## src/rtl/matmul_host_sequencer.sv

```systemverilog
// matmul_host_sequencer: streams A/B words into the matmul BRAMs, runs the
// multiply, then reads C back onto a valid/ready stream through a skid FIFO.
// Ports: cmd_valid/cmd_ready start a job; in_valid/in_ready/in_data carry
// A then B words; out_valid/out_ready/out_data/out_last return C words;
// enable_*, addr_pi, data_pi, we_*, start_mat_mul, done_mat_mul and
// data_from_out_mat form the matmul host port; busy is state != IDLE.
// Optional macro MATMUL_SEQ_TIMEOUT_EN adds a COMPUTE watchdog driving err.
module matmul_host_sequencer #(
  parameter int DWIDTH         = 8,
  parameter int BB_SIZE        = 4,
  parameter int AWIDTH         = 7,
  parameter int NUM_WORDS      = 8,
  parameter int RD_LAT         = 4,
  parameter int OFIFO_DEPTH    = 8,
  parameter int TIMEOUT_CYCLES = 1024
) (
  input  logic                      clk,
  input  logic                      reset,
  input  logic                      cmd_valid,
  output logic                      cmd_ready,
  input  logic                      in_valid,
  output logic                      in_ready,
  input  logic [BB_SIZE*DWIDTH-1:0] in_data,
  output logic                      out_valid,
  input  logic                      out_ready,
  output logic [BB_SIZE*DWIDTH-1:0] out_data,
  output logic                      out_last,
  output logic                      enable_writing_to_mem,
  output logic                      enable_reading_from_mem,
  output logic [AWIDTH-1:0]         addr_pi,
  output logic [BB_SIZE*DWIDTH-1:0] data_pi,
  output logic                      we_a,
  output logic                      we_b,
  output logic                      we_c,
  output logic                      start_mat_mul,
  input  logic                      done_mat_mul,
  input  logic [BB_SIZE*DWIDTH-1:0] data_from_out_mat,
  output logic                      busy,
  output logic                      err
);
  localparam int W  = BB_SIZE * DWIDTH;
  localparam int CW = $clog2(NUM_WORDS + 1);
  localparam int FW = $clog2(OFIFO_DEPTH + 1);
  localparam int PW = (OFIFO_DEPTH > 1) ? $clog2(OFIFO_DEPTH) : 1;
  localparam int QW = (NUM_WORDS > 1) ? $clog2(NUM_WORDS) : 1;

  if (OFIFO_DEPTH < RD_LAT + 1 || RD_LAT < 1 ||
      TIMEOUT_CYCLES < 1 || NUM_WORDS > (1 << AWIDTH)) begin : g_cfg_bad
    $error("matmul_host_sequencer: inconsistent parameters");
  end

  typedef enum logic [2:0] {
    S_IDLE, S_LOAD_A, S_LOAD_B, S_GAP,
    S_COMPUTE, S_READ, S_FLUSH
  } state_t;

  state_t          state, state_n;
  logic [CW-1:0]   cnt, cnt_n;
  logic [FW-1:0]   outstanding, fcnt;
  logic [FW:0]     occ;
  logic [RD_LAT-1:0] vld;
  logic [PW-1:0]   wp, rp;
  logic [QW-1:0]   pcnt;
  logic [W-1:0]    mem [OFIFO_DEPTH];
  logic            issue, push, pop, tmo_hit;

  assign push      = vld[RD_LAT-1];
  assign out_valid = (fcnt != '0);
  assign pop       = out_valid && out_ready;
  assign out_data  = mem[rp];
  assign out_last  = out_valid && (pcnt == QW'(NUM_WORDS - 1));
  assign busy      = (state != S_IDLE);
  // Occupancy counts reads still in the pipe so the FIFO cannot overflow.
  assign occ       = (FW+1)'(outstanding) + (FW+1)'(fcnt);

  always_comb begin
    state_n                 = state;
    cnt_n                   = cnt;
    cmd_ready               = 1'b0;
    in_ready                = 1'b0;
    enable_writing_to_mem   = 1'b0;
    enable_reading_from_mem = 1'b0;
    addr_pi                 = '0;
    data_pi                 = '0;
    we_a                    = 1'b0;
    we_b                    = 1'b0;
    we_c                    = 1'b0;
    start_mat_mul           = 1'b0;
    issue                   = 1'b0;
    unique case (state)
      S_IDLE: begin
        cmd_ready = 1'b1;
        if (cmd_valid) begin
          // Matmul registers the enable, so raise it a cycle early.
          enable_writing_to_mem = 1'b1;
          cnt_n   = '0;
          state_n = S_LOAD_A;
        end
      end
      S_LOAD_A, S_LOAD_B: begin
        in_ready              = 1'b1;
        enable_writing_to_mem = 1'b1;
        if (in_valid) begin
          addr_pi = AWIDTH'(cnt);
          data_pi = in_data;
          we_a    = (state == S_LOAD_A);
          we_b    = (state == S_LOAD_B);
          if (cnt == CW'(NUM_WORDS - 1)) begin
            cnt_n   = '0;
            state_n = (state == S_LOAD_A) ? S_LOAD_B : S_GAP;
          end else begin
            cnt_n = cnt + 1'b1;
          end
        end
      end
      S_GAP: state_n = S_COMPUTE;
      S_COMPUTE: begin
        if (done_mat_mul) begin
          enable_reading_from_mem = 1'b1;
          cnt_n   = '0;
          state_n = S_READ;
        end else if (tmo_hit) begin
          state_n = S_IDLE;
        end else begin
          start_mat_mul = 1'b1;
          we_c          = 1'b1;
        end
      end
      S_READ: begin
        if (cnt == CW'(NUM_WORDS) && outstanding == '0) begin
          state_n = S_FLUSH;
        end else begin
          enable_reading_from_mem = 1'b1;
          if (cnt < CW'(NUM_WORDS) && occ < (FW+1)'(OFIFO_DEPTH)) begin
            issue   = 1'b1;
            addr_pi = AWIDTH'(cnt);
            cnt_n   = cnt + 1'b1;
          end
        end
      end
      S_FLUSH: if (fcnt == '0) state_n = S_IDLE;
      default: state_n = S_IDLE;
    endcase
  end

  always_ff @(posedge clk) begin
    if (reset) begin
      state       <= S_IDLE;
      cnt         <= '0;
      outstanding <= '0;
      vld         <= '0;
      wp          <= '0;
      rp          <= '0;
      fcnt        <= '0;
      pcnt        <= '0;
      for (int i = 0; i < OFIFO_DEPTH; i++) mem[i] <= '0;
    end else begin
      state       <= state_n;
      cnt         <= cnt_n;
      vld         <= (vld << 1) | RD_LAT'(issue);
      outstanding <= outstanding + FW'(issue) - FW'(push);
      fcnt        <= fcnt + FW'(push) - FW'(pop);
      if (push) begin
        mem[wp] <= data_from_out_mat;
        wp <= (wp == PW'(OFIFO_DEPTH - 1)) ? '0 : wp + 1'b1;
      end
      if (pop) begin
        rp <= (rp == PW'(OFIFO_DEPTH - 1)) ? '0 : rp + 1'b1;
        pcnt <= (pcnt == QW'(NUM_WORDS - 1)) ? '0 : pcnt + 1'b1;
      end
    end
  end

`ifdef MATMUL_SEQ_TIMEOUT_EN
  localparam int TW = $clog2(TIMEOUT_CYCLES + 1);
  logic [TW-1:0] tcnt;
  logic          err_q;
  logic          in_cmp;

  assign in_cmp  = (state == S_COMPUTE) && !done_mat_mul;
  assign tmo_hit = (tcnt == TW'(TIMEOUT_CYCLES));
  assign err     = err_q;

  always_ff @(posedge clk) begin
    if (reset) begin
      tcnt  <= '0;
      err_q <= 1'b0;
    end else begin
      tcnt <= in_cmp ? tcnt + 1'b1 : '0;
      if (in_cmp && tmo_hit) err_q <= 1'b1;
    end
  end
`else
  assign tmo_hit = 1'b0;
  assign err     = 1'b0;
`endif
endmodule

```

## config.mk

```make
export PLATFORM = sky130hd
export DESIGN_NAME = matmul_host_sequencer
export DESIGN_NICKNAME = d
export VERILOG_FILES = /design/src/rtl/matmul_host_sequencer.sv
export SDC_FILE = /design/constraint.sdc
export NUM_CORES = 1
export LEC_CHECK = 0
export CORE_MARGIN = 1.5
export CORE_UTILIZATION = 51
export DETAILED_ROUTE_END_ITERATION = 10
export GPL_ROUTABILITY_DRIVEN = 0
export PLACE_DENSITY = 0.76
export RECOVER_POWER = 25
export SLEW_MARGIN = 20
export SYNTH_ARGS = -nofsm -noshare
export SYNTH_HDL_FRONTEND = slang
export SYNTH_SLANG_ARGS = --single-unit
export TNS_END_PERCENT = 30
```

## constraint.sdc

```tcl
create_clock -name clk -period 2.3 [get_ports clk]
set_input_delay 0.575 -clock clk [delete_from_list [all_inputs] [get_ports clk]]
set_output_delay 0.575 -clock clk [all_outputs]
set_load 0.02 [all_outputs]
```

Word level (Yosys, flattened, before mapping)
Memory sizes are Yosys's and may differ from the RTL's. A register that Yosys moved wholly into a read port is not among the register bits.
Cells that the tools add are included.

cells by class
  reduce and logical (&&, ||, !) cells = 14
  add/sub/neg operators = 9
  shift operators = 0
  multiplexer cells = 50
  equal/unequal tests = 19
  multipliers = 0
  bitwise logic cells = 1
  $lt $le $gt $ge = 2
  div/mod/pow operators = 0

operators with widths
  cell                 count
  $mux 32              3
  $mux 3               12
  $mux 4               9
  $reduce_or 32->1     1
  $mux 1               21
  $eq 3x3->1 const B   6
  $pmux 3 s6           1
  $ne 2x2->1 const B   8
  $pmux 4 s4           1
  $reduce_and 6->1     2
  $add 3x1->3 const B  3
  $add 4x1->4          2
  $logic_not 4->1      2
  $pmux 4 s2           1
  $reduce_bool 4->1    2
  $sub 4x1->4          2
  $eq 3x2->1 const B   2
  $add 4x4->5          1
  $lt 5x4->1 const B   1
  $add 4x1->4 const B  1
  $eq 4x3->1 const B   1
  $eq 4x4->1 const B   1
  $logic_and 1x1->1    4
  $lt 4x4->1 const B   1
  6 further kinds      7

storage, ports and cells
  memory bits (read-only) = 0
  input bits = 70
  bits in registers = 28
  word-level logic and storage cells = 104
  output and inout bits = 83
  bits in writable memories = 256
  memories kept = 1
  bits in latches = 0

memories
  name  depth  width  read ports  clocked after memory_dff  wr ports  RTL line  source
  mem   8      32     1           1                         8         64        logic [W-1:0] mem [OFIFO_DEPTH];

Logic depth before layout (Yosys ltp)
Gate-level depths: netlist of run 1.

  depth in word-level cells = 8
  depth in mapped cells = 13

Least setup slack after synthesis of run 1
Ideal clock, no wire load.

  path type = flip-flop to flip-flop
  start point = register fcnt[2]
  end point = register fcnt[2]
  setup time = 0.128 ns
  path buffers = 0
  stages on the path, launching flop included = 14
  setup slack = -0.135 ns
  required time = 2.172 ns
  clock period less this slack = 2.435 ns
  data arrival time = 2.307 ns
  path through = dfxtp_1 > inv_1 > ha_1 > nor3b_1 > inv_1 > nand2_1 > inv_1 > ha_1 > inv_1 > ha_1 > inv_1 > fa_1 > xor2_1 > nor2_1

on the way
  cells in the longest elaborated chain, start to end = 3

RTL lines
  element                 RTL line  source
  from (decl)             59        logic [FW-1:0] outstanding, fcnt;
  from (signal assigned)  162       fcnt <= fcnt + FW'(push) - FW'(pop);
  $reduce_bool 4->1       68        assign out_valid = (fcnt != '0);
  via out_valid           24        output logic out_valid,
  $logic_and 1x1->1       69        assign pop = out_valid && out_ready;
  via pop                 65        logic issue, push, pop, tmo_hit;
  $sub 4x1->4             162

The timed path passes the listed nets, and every way through them passes these cells.
A chain may end at the register's enable or synchronous reset.

==> flow_metrics.env, run 1 <==
export IMPL_rsz0062_at_grt="yes"
export IMPL_fp_row_count=59
export IMPL_synth_edff_count=256
export IMPL_p_comb_frac=0.302
export IMPL_nNetsFinal=1225
export IMPL_p_leak_nw=6.62
export IMPL_synthCells=910
export IMPL_slew_limit_headroom=0.379
export IMPL_grt_ovfl_total=0
export IMPL_power_density_mw_per_mm2=896
export IMPL_area_growth_pct=29.3
export IMPL_total_power_mw=15.5
export IMPL_core_area_sq_mm=0.0258
export IMPL_cp_common_cell="buf_12"
export IMPL_cp_start_kind="flop"
export IMPL_route_detailed_drc=0
export IMPL_firstDrtPassIters=6
export IMPL_cts_root_buffer="clkbuf_16"
export IMPL_power_switching_mw=4.25
export IMPL_worst_setup_path_type="flop to primary output"
export IMPL_tns_ns=-35.67
export IMPL_netlist_top_cells_count="and2_1, edfxtp_1, mux4_2"
export IMPL_hold_slack_ns=0.432
export IMPL_slowest_delay_ns=0.50
export IMPL_p_int_mw=11.2
export IMPL_wl_per_cell_microns=20.7
export IMPL_status="complete, but fails checks"
export IMPL_fill_cells=1772
export IMPL_drtIter0Drc=576
export IMPL_power_frac_clock=0.304
export IMPL_switching_share=0.275
export IMPL_multi_input_area_sq_mm=0.00499
export IMPL_die_area_sq_mm=0.0272
export IMPL_synthFlopType="edfxtp_1"
export IMPL_violations="negative setup slack"
export IMPL_final_cells=1488
export IMPL_detail_route_antenna_nets=0
export IMPL_dp_hpwl_microns=19100
export IMPL_clk_pin_slew_ns=0.06
export IMPL_slowest_stage="mux4_2"
export IMPL_ctsHtreeMaxLevel=1
export IMPL_hold_viol=0
export IMPL_synthTopCellsByArea="edfxtp_1, and2_1, mux4_2, dfxtp_1, mux2_2"
export IMPL_yosys_area_top_type="edfxtp_1"
export IMPL_cts_buffers=29
export IMPL_yosysMostFrequentCell="and2_1"
export IMPL_antenna_found_initial=1
export IMPL_cap_violations=0
export IMPL_min_period_over_period=1.22
export IMPL_synth_top_cell_area_share=0.576
export IMPL_syn_cell_area_sq_mm=0.0134
export IMPL_drive_gt1_frac=0.314
export IMPL_syn_area_per_cell_sq_um=14.7
export IMPL_clock_skew_ns=0.0186
export IMPL_synthArstFlopShare=0
export IMPL_dieHeight_microns=165
export IMPL_cp_required_ns=1.73
export IMPL_via_count=8080
export IMPL_setup_viol=297
export IMPL_drt_total_wl_microns=30900
export IMPL_ir_worst_vdd_v=0.000588
export IMPL_crit_chain="buf_12, buf_8, buf_12, mux4_2, mux2_4, buf_6"
export IMPL_dp_cells=1424
export IMPL_cp_data_arrival_time_ns=2.22
export IMPL_crit_family="multiplexers"
export IMPL_hp_class="flop to flop"
export IMPL_gr_usage_all_layers=0.235
export IMPL_max_clock_freq_mhz=358
export IMPL_worst_slew_pin_slew_ns=0.932
export IMPL_crit_buf_inv=4
export IMPL_cts_tree="built"
export IMPL_start_util=0.517
export IMPL_vias_per_cell=5.43
export IMPL_ys_ff_latch=287
export IMPL_fin_util=0.668
export IMPL_seqCellArea_sq_mm=0.00833
export IMPL_endpoint_kind="primary output"
export IMPL_drv_slew=0
export IMPL_grt_pass1_wl_microns=47200
export IMPL_grt_pass1_vias=8502
export IMPL_p_seq_frac=0.394
export IMPL_ys_types=50
export IMPL_diodes=0
export IMPL_clk_path_buf_depth=3
export IMPL_die_w_microns=165
export IMPL_ys_seq_area_frac=0.622
export IMPL_pin_count=153
export IMPL_portBuffers=148
export IMPL_path_max_fanout=7
export IMPL_yosys_warnings=0
export IMPL_fin_ws_ns=-0.496
export IMPL_grt_max_degree=33
export IMPL_clkSinkCount=287
export IMPL_insertion_delay_ns=0.55
export IMPL_fin_crit_ns=2.80
-- metrics by stage --
step / area, sq um / worst slack [ns]
floorplan: 13400 / -0.0306
global placement: 16000 / -0.550
detailed placement: 16000 / -0.583
CTS: 17100 / -0.573
global route: 17300 / -0.563
finish: 17300 / -0.496
-- power groups by stage --
stage	Clock, mW	Sequential, mW	Combinational (mW)
3_5_place_dp	0	6.19	4.27
3_3_place_gp	0	6.17	4.22
4_1_cts	4.76	6.09	4.55
2_1_floorplan	0	6.09	2.53
6_report	4.70	6.10	4.67
5_1_grt	4.97	6.12	5.00
-- state kept, by name (all words and copies together), names as in the netlist, named ones only --
signal	count
cnt	4
fcnt	4
mem	256
outstanding	4
pcnt	3
rp	3
state	3
vld	4
wp	3
-- worst paths after layout --
kind                              start        endpoint  slack [ns]  cells past startpoint
worst min-delay path             vld[2]          vld[3]        0.43                      1
worst max-delay path               flop    out_data[15]       -0.50                      6
worst max register to register  fcnt[2]  outstanding[1]       -0.07                     10
worst min register to register   vld[2]          vld[3]        0.43                      1
-- placed cells by master (no fill, tap or decap), types with 3 or more instances in the layout --
cell type / n
mux4_2: 64
nor2b_1: 9
edfxtp_1: 256
clkbuf_16: 29
dfxtp_2: 5
inv_2: 5
and2_1: 266
ha_4: 5
clkdlybuf4s50_1: 67
nor2_2: 5
dfxtp_1: 23
buf_16: 4
clkinv_2: 4
buf_2: 17
mux2i_1: 6
nor3_1: 5
dfxtp_4: 3
mux2_4: 22
buf_4: 87
and2_0: 22
buf_12: 25
a21oi_1: 11
clkbuf_1: 12
or3_1: 3
clkbuf_2: 4
or2_2: 8
nand3_1: 4
bufinv_16: 4
mux2_2: 10
conb_1: 4
nand2_1: 15
ha_1: 15
nor2_1: 21
buf_6: 34
inv_1: 16
-- area by class of cell --
type                            count  area share
Timing Repair Buffer              247       0.145
Clock inverter                     13      0.0100
Tap cell                          335      0.0243
Multi-Input combinational cell    546       0.289
Inverter                           21     0.00457
Clock buffer                       39      0.0448
Sequential cell                   287       0.482
-- logic make-up (layout without fill, tap and decap cells) --
logic type / count (synthesis) / in the layout / synth area share
compound gates: 30 / 30 / 0.0144
xor+xnor: 5 / 5 / 0.00328
buf+inv: 80 / 320 / 0.0251
mux: 102 / 102 / 0.139
fa+ha+maj: 23 / 23 / 0.0227
other cells: 1 / 4 / 0.000281
simple gates: 382 / 382 / 0.172
flops: 287 / 287 / 0.622
-- routing by layer --
layer  track usage  vias up  share of wire  wire, microns
met1         0.296     4031           0.40          12300
met5             0        -              0              0
met2         0.418      255           0.52          16100
met3        0.0362       52          0.057           1770
met4        0.0721        0          0.022            665
li1              -     3742              -              -
-- timing repair --
| item | 4_1_cts | 5_1_grt |
|---|---|---|
| cloned | 4 | 0 |
| endpoints found under the setup margin | 83 | 82 |
| gates resized for setup | 425 | 59 |
| pin swaps | 6 | 6 |
| hold buffers | 0 | 0 |
| buffers inserted | 8 | 1 |
Note: power is estimated with default switching activity, not from simulation.
==> run 2: changes to the inputs <==
--- a/config.mk
+++ b/config.mk
@@ -11,7 +11,7 @@
 export GPL_ROUTABILITY_DRIVEN = 0
 export PLACE_DENSITY = 0.76
 export RECOVER_POWER = 25
-export SLEW_MARGIN = 20
+export SLEW_MARGIN = 15
 export SYNTH_ARGS = -nofsm -noshare
 export SYNTH_HDL_FRONTEND = slang
 export SYNTH_SLANG_ARGS = --single-unit
==> results of run 2 <==
The final DEF is identical to that of run 1; final timing and power are the same.
